## src/rtl/fir_pkg.sv

```systemverilog
// Shared FIR constants, FSM state encoding and the Q15 round/saturate helper
// used by every FIR stage that narrows an accumulator back to sample width.
package fir_pkg;

    localparam int TAPS   = 64;
    localparam int DW     = 16;
    localparam int AW     = $clog2(TAPS);
    localparam int ACC_W  = 2*DW + AW;
    localparam int QSHIFT = DW - 1;
    localparam int QW     = ACC_W - QSHIFT;

    localparam logic signed [DW-1:0]    SAT_MAX = {1'b0, {(DW-1){1'b1}}};
    localparam logic signed [DW-1:0]    SAT_MIN = {1'b1, {(DW-1){1'b0}}};
    localparam logic signed [ACC_W-1:0] RND     = ACC_W'(1) << (DW-2);

    typedef enum logic [1:0] {
        IDLE  = 2'd0,
        RUN   = 2'd1,
        DRAIN = 2'd2,
        OUT   = 2'd3
    } fir_state_e;

    // Round half up, arithmetic shift by QSHIFT, clamp to DW bits.
    function automatic logic signed [DW-1:0] sat_round(input logic signed [ACC_W-1:0] acc);
        logic signed [ACC_W-1:0] biased;
        logic        [QW-1:0]    q;
        biased = acc + RND;
        q      = biased[ACC_W-1:QSHIFT];
        // In range only when every bit above the result sign matches it.
        if (q[QW-1:DW-1] == '0 || q[QW-1:DW-1] == '1)
            return q[DW-1:0];
        else if (q[QW-1])
            return SAT_MIN;
        else
            return SAT_MAX;
    endfunction

endpackage

```

## src/rtl/fir_mac.sv

```systemverilog
// Product register, clear-on-first accumulator and the rounded/saturated
// output register for one filter sweep.
module fir_mac
    import fir_pkg::*;
(
    input  logic                 clk,
    input  logic                 reset,
    input  logic                 in_vld,
    input  logic                 in_first,
    input  logic signed [DW-1:0] sample,
    input  logic signed [DW-1:0] coef,
    input  logic                 out_ld,
    output logic signed [DW-1:0] y
);

    logic signed [2*DW-1:0]  prod;
    logic                    prod_vld;
    logic                    prod_first;
    logic signed [ACC_W-1:0] prod_ext;
    logic signed [ACC_W-1:0] acc;

    assign prod_ext = {{(ACC_W-2*DW){prod[2*DW-1]}}, prod};

    always_ff @(posedge clk) begin
        if (reset) begin
            prod       <= '0;
            prod_vld   <= 1'b0;
            prod_first <= 1'b0;
            acc        <= '0;
            y          <= '0;
        end else begin
            prod_vld   <= in_vld;
            prod_first <= in_first;
            if (in_vld)
                prod <= sample * coef;
            // First product of a sweep overwrites, so nothing leaks between samples.
            if (prod_vld)
                acc <= prod_first ? prod_ext : acc + prod_ext;
            if (out_ld)
                y <= sat_round(acc);
        end
    end

endmodule

```

## src/rtl/fir_tap_reader.sv

```systemverilog
// Delay-line read sequencer: sweeps all taps after each sample strobe, tags the
// read stream through the memory latency and drives the MAC to one output per sweep.
module fir_tap_reader
    import fir_pkg::*;
#(
    parameter int RD_LAT = 1
) (
    input  logic                 clk,
    input  logic                 reset,
    input  logic                 sample_strb,
    output logic [AW-1:0]        read_addr,
    input  logic signed [DW-1:0] imem_rdata,
    output logic [AW-1:0]        coef_addr,
    input  logic signed [DW-1:0] coef_rdata,
    output logic signed [DW-1:0] y_out,
    output logic                 y_valid,
    output logic                 busy,
    output logic                 overrun
);

    localparam int DRAIN_CYC = RD_LAT + 2;
    localparam int DCW       = $clog2(DRAIN_CYC + 1);

    if (RD_LAT < 1 || RD_LAT > 2) begin : g_bad_lat
        $error("fir_tap_reader: RD_LAT must be 1 or 2");
    end

    fir_state_e       state;
    logic [DCW-1:0]   drain_cnt;
    logic [RD_LAT:0]  vld_pipe;
    logic [RD_LAT:0]  first_pipe;
    logic             out_ld;

    assign coef_addr = read_addr;
    assign out_ld    = (state == DRAIN) && (drain_cnt == DCW'(DRAIN_CYC - 1));

    always_ff @(posedge clk) begin
        if (reset) begin
            state      <= IDLE;
            read_addr  <= '0;
            drain_cnt  <= '0;
            busy       <= 1'b0;
            y_valid    <= 1'b0;
            overrun    <= 1'b0;
            vld_pipe   <= '0;
            first_pipe <= '0;
        end else begin
            overrun                 <= sample_strb & busy;
            y_valid                 <= 1'b0;
            // Tags ride alongside the read address until the data comes back.
            vld_pipe[RD_LAT:1]      <= vld_pipe[RD_LAT-1:0];
            first_pipe[RD_LAT:1]    <= first_pipe[RD_LAT-1:0];
            vld_pipe[0]             <= 1'b0;
            first_pipe[0]           <= 1'b0;

            case (state)
                IDLE, OUT: begin
                    read_addr <= '0;
                    if (sample_strb) begin
                        state         <= RUN;
                        busy          <= 1'b1;
                        vld_pipe[0]   <= 1'b1;
                        first_pipe[0] <= 1'b1;
                    end else begin
                        state <= IDLE;
                    end
                end
                RUN: begin
                    if (read_addr == AW'(TAPS - 1)) begin
                        state     <= DRAIN;
                        drain_cnt <= '0;
                    end else begin
                        read_addr   <= read_addr + AW'(1);
                        vld_pipe[0] <= 1'b1;
                    end
                end
                DRAIN: begin
                    if (out_ld) begin
                        state   <= OUT;
                        busy    <= 1'b0;
                        y_valid <= 1'b1;
                    end else begin
                        drain_cnt <= drain_cnt + DCW'(1);
                    end
                end
                default: state <= IDLE;
            endcase
        end
    end

    fir_mac u_mac (
        .clk      (clk),
        .reset    (reset),
        .in_vld   (vld_pipe[RD_LAT]),
        .in_first (first_pipe[RD_LAT]),
        .sample   (imem_rdata),
        .coef     (coef_rdata),
        .out_ld   (out_ld),
        .y        (y_out)
    );

endmodule

```

## config.mk

```make
export PLATFORM = sky130hd
export DESIGN_NAME = fir_tap_reader
export DESIGN_NICKNAME = d
export VERILOG_FILES = /design/src/rtl/fir_pkg.sv /design/src/rtl/fir_mac.sv /design/src/rtl/fir_tap_reader.sv
export SDC_FILE = /design/constraint.sdc
export NUM_CORES = 1
export LEC_CHECK = 0
export ABC_AREA = 1
export BUFFER_PORTS_ARGS = -buffer_cell sky130_fd_sc_hd__buf_4
export CAP_MARGIN = 30
export CELL_PAD_IN_SITES_DETAIL_PLACEMENT = 1
export CELL_PAD_IN_SITES_GLOBAL_PLACEMENT = 2
export CORE_ASPECT_RATIO = 0.9
export CORE_MARGIN = 2
export CORE_UTILIZATION = 34
export CTS_CLUSTER_DIAMETER = 200
export DETAILED_ROUTE_END_ITERATION = 12
export GPL_TIMING_DRIVEN = 1
export HOLD_SLACK_MARGIN = 0.15
export PLACE_DENSITY_LB_ADDON = 0.05
export SKIP_CTS_REPAIR_TIMING = 1
export SYNTH_ARGS = -nofsm -noshare
export SYNTH_HDL_FRONTEND = slang
export SYNTH_SLANG_ARGS = --single-unit
export TNS_END_PERCENT = 50
```

## constraint.sdc

```tcl
create_clock -name clk -period 5.9 [get_ports clk]
set_input_delay 0.295 -clock clk [delete_from_list [all_inputs] [get_ports clk]]
set_output_delay 0.295 -clock clk [all_outputs]
set_load 0.01 [all_outputs]
```

==> results of run 1 <==
==> registers in the layout (all words and copies together) (netlist names), 2 cells and up <==
| signal | count |
|---|---|
| first_pipe | 2 |
| coef_addr | 6 |
| u_mac.y | 16 |
| drain_cnt | 2 |
| u_mac.acc | 38 |
| state | 2 |
| vld_pipe | 2 |
| u_mac.prod | 32 |
==> logic make-up after synthesis <==
family	synth area share (%)
AO/OA/AOI/OAI	10.3
XOR/XNOR	2.22
adder cells (fa/ha/maj)	37.5
buffers and inverters	15.5
flip-flops	11.6
AND/OR/NAND/NOR	22.9
==> cell type report <==
class,count,area [um2],share of cell area (%)
tap,697,872,4.40
multi-input combinational,1789,13300,67.0
sequential,105,2100,10.6
inverter,640,2410,12.1
clock inverter,7,88.8,0.448
timing repair buffer,109,853,4.30
clock buffer,9,225,1.14
==> metrics by stage <==
step	setup slack, ns	TNS (ns)	hold slack, ns
2_1_floorplan	0.181	0	0.388
3_3_place_gp	-0.351	-0.954	0.390
3_5_place_dp	-0.388	-1.21	0.399
4_1_cts	-0.0106	-0.0106	0.121
5_1_grt	0.0273	0	0.309
6_report	0.157	0	0.303
==> layer usage <==
metal  track usage, %  up-vias  routed length, um
met1             32.0     8077              29000
li1                 -     7914                  -
met4             2.30        0                380
met3             4.13       30               2590
met2             35.8      211              26600
met5                0        -                  0
==> how the worst min path moves through the flow <==
stage	from	endpoint	slack, ns	cells after the start
6_report	imem_rdata[0]	u_mac.prod[0]	0.30	3
2_1_floorplan	first_pipe[0]	first_pipe[1]	0.39	2
4_1_cts	sample_strb	overrun	0.12	3
3_5_place_dp	first_pipe[0]	first_pipe[1]	0.40	2
3_3_place_gp	vld_pipe[0]	vld_pipe[1]	0.39	2
5_1_grt	imem_rdata[0]	u_mac.prod[0]	0.31	3
==> worst register-to-register path, cell delays in order, from the launching register on <==
cell      delay, ns
dfxtp_1        0.36
ha_1           0.30
inv_1          0.09
fa_1           0.36
inv_1          0.24
nand3_1        0.11
nand2_1        0.33
a21oi_1        0.22
o21ai_0        0.45
nand2_1        0.22
nand3b_1       0.15
nand3_1        0.10
a21oi_1        0.14
==> cells in the final DEF, fill, tap and decap left out, types with 18 or more instances in the layout <==
cell type,count
o21ai_0,107
fa_1,262
buf_4,106
nand4_1,24
ha_1,124
inv_1,638
nor2_1,181
nand2_1,655
o21bai_1,18
dfxtp_1,105
nand3_1,97
a21oi_1,172
xor2_1,31
nand2_2,18
==> results.json, run 1 <==
{
  "path_max_fanout": 10,
  "synth_edf_count": 0,
  "critPathArrivalTime_ns": 6.08,
  "initial_utilization_pct": 34.4,
  "io_buffers": 65,
  "synth_top_cells_by_count": "nand2_1 (655), inv_1 (639), fa_1 (263)",
  "grt_usage_pct": 22.3,
  "critPathLaunchType": "input pin",
  "clkSinkCount": 105,
  "core_area_um2": 52900,
  "wl_um": 58500,
  "min_path_type": "in -> reg",
  "antenna_cells": 0,
  "drtIter0Drc": 788,
  "max_freq_mhz": 174,
  "yosysTopAreaCell": "fa_1",
  "reg2reg_setup_slack_ns": 2.77,
  "hold_viol": 0,
  "wire_per_inst_um": 17.4,
  "synth-seq-cells": 105,
  "syn2layout_area_growth_pct": 9.17,
  "critPathSlowestCell": "fa_1",
  "min_period_over_period_pct": 97.3,
  "crit_family": "adder cells",
  "grt_start_max_net_pins": 62,
  "ys_seq_area_share_pct": 11.6,
  "drtAntennaViolNets": 0,
  "synth_most_common_cell": "nand2_1",
  "synth_fp_nets": 3053,
  "crit_path_frequent_cell": "inv_1",
  "cts_buffers": 9,
  "cp.depth": 24,
  "dieArea_um2": 55300,
  "die_w_um": 248,
  "syn_area_um2": 18200,
  "gr-total-overflow": 0,
  "drive_above_1_share_pct": 6.84,
  "clockBufferDepth": 2,
  "gp_congestion": 0.884,
  "first_global_vias": 17677,
  "stdcell_area_um2": 19800,
  "status": "finished clean",
  "endpoint": "u_mac.prod[20]",
  "fin_crit_ns": 5.74,
  "placed_area_um2": 19500,
  "path_class": "in -> reg",
  "ys_types": 47,
  "rsz0062_at_grt": "false",
  "die_y_um": 223,
  "via_per_inst": 4.84,
  "final_core_util_pct": 37.5,
  "cts_tree": "built",
  "fill_cells": 6698,
  "slowest_delay_ns": 0.57,
  "synthTopCellsByArea": "fa_1 (29%), nand2_1 (14%), inv_1 (13%)",
  "stdcell_count": 3356,
  "async_reset_ff_share_pct": 0,
  "synth_warnings": 0,
  "crit_chain": "buf_4 -> nand2_1 -> inv_1 -> fa_1 -> buf_4 -> fa_1 -> inv_1 -> fa_1 -> inv_1 -> fa_1 -> fa_1 -> inv_1 -> fa_1 -> inv_1 -> ha_1 -> a21oi_1 -> o21ai_0 -> nor2_2 -> nand3_1 -> nand2_1 -> inv_1 -> o21ai_0 -> o211ai_1 -> inv_1",
  "dp_cells": 3336,
  "cts_root_buffer": "clkbuf_16",
  "setup-violations-final": 0,
  "worstSetupStartpoint": "imem_rdata[15]",
  "std_cell_rows": 80,
  "pin_count": 66,
  "reg2reg_from": "u_mac.prod[0]",
  "nNetsFinal": 3076,
  "slew_violations": 0,
  "synthFlopType": "dfxtp_1",
  "clkLatencyLatePin_ns": 0.39,
  "syn_inst": 2631,
  "antenna_found_initial": 0,
  "slew_headroom_pct": 51.3,
  "skew_ns": 0.0153,
  "vias": 16232,
  "grt_pass1_wl_um": 96200,
  "drc": 0,
  "h-tree-depth": 3,
  "synth_top_area_share_pct": 29.0,
  "place_hpwl_um": 50400,
  "r2r-end": "u_mac.acc[32]",
  "end_kind": "flip-flop",
  "required_ns": 6.23,
  "drv_cap": 0,
  "dr.pass1.iters": 5,
  "timing.critical_path.buf_inv": 9,
  "clk_pin_slew_ns": 0.08,
  "avgSynthCellArea_um2": 6.90,
  "reg2reg_depth": 12,
  "max_slew.worst_pin.slew_ns": 0.730
}
Power of run 1 is not shown: default switching activity piles up to over one toggle a cycle in this logic, so the estimate is an artifact.
==> run 2: changes to the inputs <==
--- a/config.mk
+++ b/config.mk
@@ -5,14 +5,12 @@
 export SDC_FILE = /design/constraint.sdc
 export NUM_CORES = 1
 export LEC_CHECK = 0
-export ABC_AREA = 1
 export BUFFER_PORTS_ARGS = -buffer_cell sky130_fd_sc_hd__buf_4
 export CAP_MARGIN = 30
 export CELL_PAD_IN_SITES_DETAIL_PLACEMENT = 1
 export CELL_PAD_IN_SITES_GLOBAL_PLACEMENT = 2
 export CORE_ASPECT_RATIO = 0.9
-export CORE_MARGIN = 2
-export CORE_UTILIZATION = 34
+export CORE_UTILIZATION = 37
 export CTS_CLUSTER_DIAMETER = 200
 export DETAILED_ROUTE_END_ITERATION = 12
 export GPL_TIMING_DRIVEN = 1
==> results.json, run 2 <==
{
  "largest_reg_flops": 38,
  "fin_crit_ns": 5.69,
  "via_per_inst": 5.00,
  "nNetsFinal": 2472,
  "ys_types": 77,
  "core_area_um2": 44200,
  "clk_pin_slew_ns": 0.08,
  "pin_count": 66,
  "cts_root_buffer": "clkbuf_16",
  "wl_um": 45600,
  "slew_headroom_pct": 32.9,
  "place_hpwl_um": 38100,
  "synth_top_cells_by_count": "inv_1 (338), fa_1 (263), nand2_1 (194)",
  "syn_inst": 1917,
  "finalHoldWorstSlack_ns": 0.200,
  "gp_congestion": 0.869,
  "required_ns": 6.21,
  "hold_viol": 0,
  "clkLatencyLatePin_ns": 0.37,
  "synth-simple-area-share_pct": 17.3,
  "dr.pass1.iters": 5,
  "crit_path_frequent_cell": "fa_1",
  "grt_start_max_net_pins": 86,
  "setup-violations-final": 0,
  "timing.critical_path.buf_inv": 7,
  "crit_family": "adder cells",
  "die_w_um": 225,
  "clkSinkCount": 105,
  "drtIter0Drc": 560,
  "fill_cells": 5313,
  "rsz0062_at_grt": "false",
  "synth_warnings": 0,
  "synth_edf_count": 0,
  "synthTopCellsByArea": "fa_1 (32%), dfxtp_1 (13%), ha_1 (9.4%)",
  "antenna_found_initial": 0,
  "synth_top_area_share_pct": 31.8,
  "dieArea_um2": 45600,
  "final_cell_mix": "inv_1 (338), fa_1 (260), buf_4 (202)",
  "gr-total-overflow": 0,
  "path_max_fanout": 5,
  "async_reset_ff_share_pct": 0,
  "vias": 13287,
  "syn_area_um2": 16600,
  "synth_most_common_cell": "inv_1",
  "skew_ns": 0.00967,
  "drv_cap": 0,
  "yosys.area_share.adder_pct": 41.2,
  "min_period_over_period_pct": 96.5,
  "largest_register": "u_mac.acc",
  "drtAntennaViolNets": 0,
  "syn2layout_area_growth_pct": 14.2,
  "max_freq_mhz": 176,
  "min_path_type": "in -> reg",
  "synthMuxAreaShare_pct": 1.78,
  "synth-seq-cells": 105,
  "cts_tree": "built",
  "avgSynthCellArea_um2": 8.64,
  "synth_top_family_by_area": "adder cells",
  "critPathArrivalTime_ns": 6.01,
  "die_y_um": 203,
  "clockBufferDepth": 2,
  "synthFlopType": "dfxtp_1",
  "critPathSlowestCell": "fa_1",
  "synthXorXnorAreaFrac_pct": 4.12,
  "std_cell_rows": 73,
  "cts_buffers": 9,
  "grt_pass1_wl_um": 75900,
  "h-tree-depth": 3,
  "max_slew.worst_pin.slew_ns": 1.00,
  "grt_usage_pct": 21.0,
  "ys_seq_area_share_pct": 12.7,
  "drive_above_1_share_pct": 13.0,
  "final_common_cell": "inv_1",
  "antenna_cells": 0,
  "drc": 0,
  "slowest_delay_ns": 0.51,
  "status": "finished clean",
  "multi_input_area_um2": 12900,
  "path_class": "in -> reg",
  "end_kind": "flip-flop",
  "initial_utilization_pct": 37.5,
  "yosysTopAreaCell": "fa_1",
  "slew_violations": 0,
  "io_buffers": 65,
  "synth_fp_nets": 2339,
  "first_global_vias": 14313,
  "wire_per_inst_um": 17.2,
  "top_regs": "u_mac.acc x38, u_mac.prod x32, u_mac.y x16",
  "seqCellArea_um2": 2110,
  "synth-compound-area-share_pct": 13.1,
  "critPathLaunchType": "input pin"
}
[run 2: cell type report]
| class | instances | share of cell area (%) |
|---|---|---|
| Sequential cell | 105 | 11.1 |
| Clock buffer | 10 | 1.21 |
| Clock inverter | 6 | 0.251 |
| Inverter | 339 | 6.73 |
| Multi-Input combinational cell | 1388 | 68.2 |
| Tap cell | 600 | 3.97 |
| Timing Repair Buffer | 207 | 8.55 |
[run 2: worst reg2reg max path, delay by kind of cell, from the launching register on]
family / cells / cell delay [ns]
and+or+nand+nor: 2 / 0.31
buffers and inverters: 1 / 0.06
DFF: 1 / 0.36
adders and majority gates: 2 / 0.58
AOI/OAI and AO/OA: 7 / 1.96
[run 2: path summary, 6_finish.rpt]
check	from	to	slack, ns	cells past startpoint
max	imem_rdata[15]	u_mac.prod[30]	0.21	25
min	sample_strb	overrun	0.20	2
max reg2reg	u_mac.prod[0]	u_mac.acc[36]	2.45	12
min reg2reg	first_pipe[1]	u_mac.prod_first	0.44	1
[run 2: metal layers]
metal | track usage, % | share of wire (%)
met4 | 3.26 | 1.2
met5 | 0 | 0
met3 | 1.95 | 1.6
met1 | 28.9 | 47
met2 | 36.3 | 50
[run 2: logic make-up after synthesis]
family          count (synthesis)
compound gates                311
flops                         105
buf+inv                       424
simple gates                  583
mux                            29
xor+xnor                       78
fa+ha+maj                     387
[run 2: through the flow]
step,area (um2),setup WS [ns],utilization [%],instances,setup TNS (ns)
after floorplan,16600,0.0294,-,1917,0
after global placement,18600,-0.341,42.0,2639,-2.35
after detailed placement,18600,-0.440,42.0,2639,-3.35
after CTS,18900,-0.0558,42.7,2655,-0.103
after global routing,18900,0.00844,42.8,2655,0
final,18900,0.206,42.8,2655,0
Power of run 2 is left out for the same reason.
==> run 3: changes to the inputs <==
--- a/config.mk
+++ b/config.mk
@@ -7,10 +7,8 @@
 export LEC_CHECK = 0
 export BUFFER_PORTS_ARGS = -buffer_cell sky130_fd_sc_hd__buf_4
 export CAP_MARGIN = 30
-export CELL_PAD_IN_SITES_DETAIL_PLACEMENT = 1
-export CELL_PAD_IN_SITES_GLOBAL_PLACEMENT = 2
 export CORE_ASPECT_RATIO = 0.9
-export CORE_UTILIZATION = 37
+export CORE_UTILIZATION = 56
 export CTS_CLUSTER_DIAMETER = 200
 export DETAILED_ROUTE_END_ITERATION = 12
 export GPL_TIMING_DRIVEN = 1
==> results.json, run 3 (synthesis results as in run 2) <==
{
  "hold_viol": 0,
  "gp_congestion": 0.876,
  "core_area_um2": 29000,
  "final_cell_mix": "inv_1 (338), fa_1 (260), nand2_1 (194)",
  "antenna_cells": 0,
  "gr-total-overflow": 0,
  "initial_utilization_pct": 57.1,
  "first_global_vias": 12828,
  "dr.pass1.iters": 5,
  "largest_reg_flops": 38,
  "fin_crit_ns": 5.65,
  "final_common_cell": "inv_1",
  "wire_per_inst_um": 14.9,
  "via_per_inst": 5.38,
  "grt_usage_pct": 25.0,
  "grt_pass1_wl_um": 61600,
  "crit_family": "adder cells",
  "path_class": "in -> reg",
  "slew_violations": 0,
  "max_freq_mhz": 177,
  "hold_path_depth": 2,
  "slew_headroom_pct": 33.9,
  "drive_above_1_share_pct": 10.7,
  "hold_start": "sample_strb",
  "setup-violations-final": 0,
  "critPathArrivalTime_ns": 5.90,
  "dieArea_um2": 30300,
  "end_kind": "flip-flop",
  "reg2reg_from": "u_mac.prod[0]",
  "status": "finished clean",
  "slowest_delay_ns": 0.62,
  "io_buffers": 65,
  "critPathLaunchType": "input pin",
  "timing.critical_path.buf_inv": 4,
  "place_hpwl_um": 29700,
  "h-tree-depth": 3,
  "min_path_type": "in -> reg",
  "clockBufferDepth": 2,
  "critPathSlowestCell": "fa_2",
  "finalHoldWorstSlack_ns": 0.219,
  "nNetsFinal": 2424,
  "fill_cells": 2571,
  "crit_chain": "buf_4 -> buf_4 -> and2_1 -> fa_2 -> fa_1 -> fa_1 -> fa_1 -> fa_1 -> inv_1 -> fa_1 -> inv_1 -> ha_1 -> a2111oi_1 -> o21ai_0 -> o21ai_0 -> o21ai_0 -> a21oi_1 -> a21oi_2 -> a21oi_1 -> xnor2_1 -> a22o_1",
  "die_y_um": 165,
  "grt_start_max_net_pins": 86,
  "cts_buffers": 9,
  "clk_pin_slew_ns": 0.08,
  "clkSinkCount": 105,
  "wl_um": 35800,
  "drc": 0,
  "cp.depth": 21,
  "clkLatencyLatePin_ns": 0.35,
  "pin_count": 66,
  "skew_ns": 0.00779,
  "min_period_over_period_pct": 95.7,
  "die_w_um": 183,
  "drtIter0Drc": 565,
  "syn2layout_area_growth_pct": 10.3,
  "std_cell_rows": 59,
  "antenna_found_initial": 0,
  "reg2reg_depth": 12,
  "crit_path_frequent_cell": "fa_1",
  "largest_register": "u_mac.acc",
  "required_ns": 6.15,
  "top_regs": "u_mac.acc x38, u_mac.prod x32, u_mac.y x16",
  "worstSetupStartpoint": "imem_rdata[15]",
  "drtAntennaViolNets": 0,
  "rsz0062_at_grt": "true",
  "drv_cap": 0,
  "max_slew.worst_pin.slew_ns": 0.986,
  "vias": 12921,
  "path_max_fanout": 11,
  "cts_tree": "built",
  "cts_root_buffer": "clkbuf_16"
}
run 3: cell types whose count changed in the layout (fill, tap and decap cells not counted), moves of 2 or more:
cell      previous run  this run
o21ai_0             44        48
inv_6                3         1
a211oi_1            23        25
o21ai_1             16        12
inv_8                0         2
buf_12               5         1
a211oi_2            12        10
buf_4              202       158
a21oi_2              7         3
a21oi_1             58        62
run 3: worst register-to-register path, delay by kind of cell, from the launching register on:
family	cells	cell delay, ns
DFF	1	0.38
and+or+nand+nor	2	0.31
buffers and inverters	1	0.06
AOI/OAI and AO/OA	7	1.93
adders and majority gates	2	0.57
run 3: through the flow:
stage	area, um2	setup TNS (ns)	setup WS, ns	cells	util, %
6_report	18300	0	0.252	2403	63.0
5_1_grt	18300	-0.0231	-0.0139	2403	63.0
4_1_cts	18200	0	0.0504	2402	62.8
3_5_place_dp	17900	-1.91	-0.273	2386	61.7
3_3_place_gp	17900	-1.55	-0.299	2386	61.7
2_1_floorplan	16600	0	0.0294	1917	-
run 3: worst paths after layout:
kind / end / slack [ns]
max: u_mac.prod[29] / 0.25
min: first_pipe[0] / 0.22
max reg2reg: u_mac.acc[36] / 2.51
min reg2reg: first_pipe[1] / 0.45
run 3: layout make-up:
| cell class | instances | area, um2 | share of cell area [%] |
|---|---|---|---|
| clock buffers | 9 | 225 | 1.23 |
| repair buffers | 159 | 1210 | 6.60 |
| inverters | 339 | 1270 | 6.97 |
| well taps | 396 | 495 | 2.71 |
| clock inverters | 7 | 86.3 | 0.473 |
| flip-flops and latches | 105 | 2110 | 11.5 |
| multi-input cells | 1388 | 12900 | 70.5 |
run 3: routing by layer:
metal	global-route usage, %	vias to the layer above	wire, um
met3	2.98	34	1170
met4	4.24	0	440
li1	-	6290	-
met1	35.0	6381	16500
met2	42.3	216	17600
met5	0	-	0
Power of run 3 is left out for the same reason.
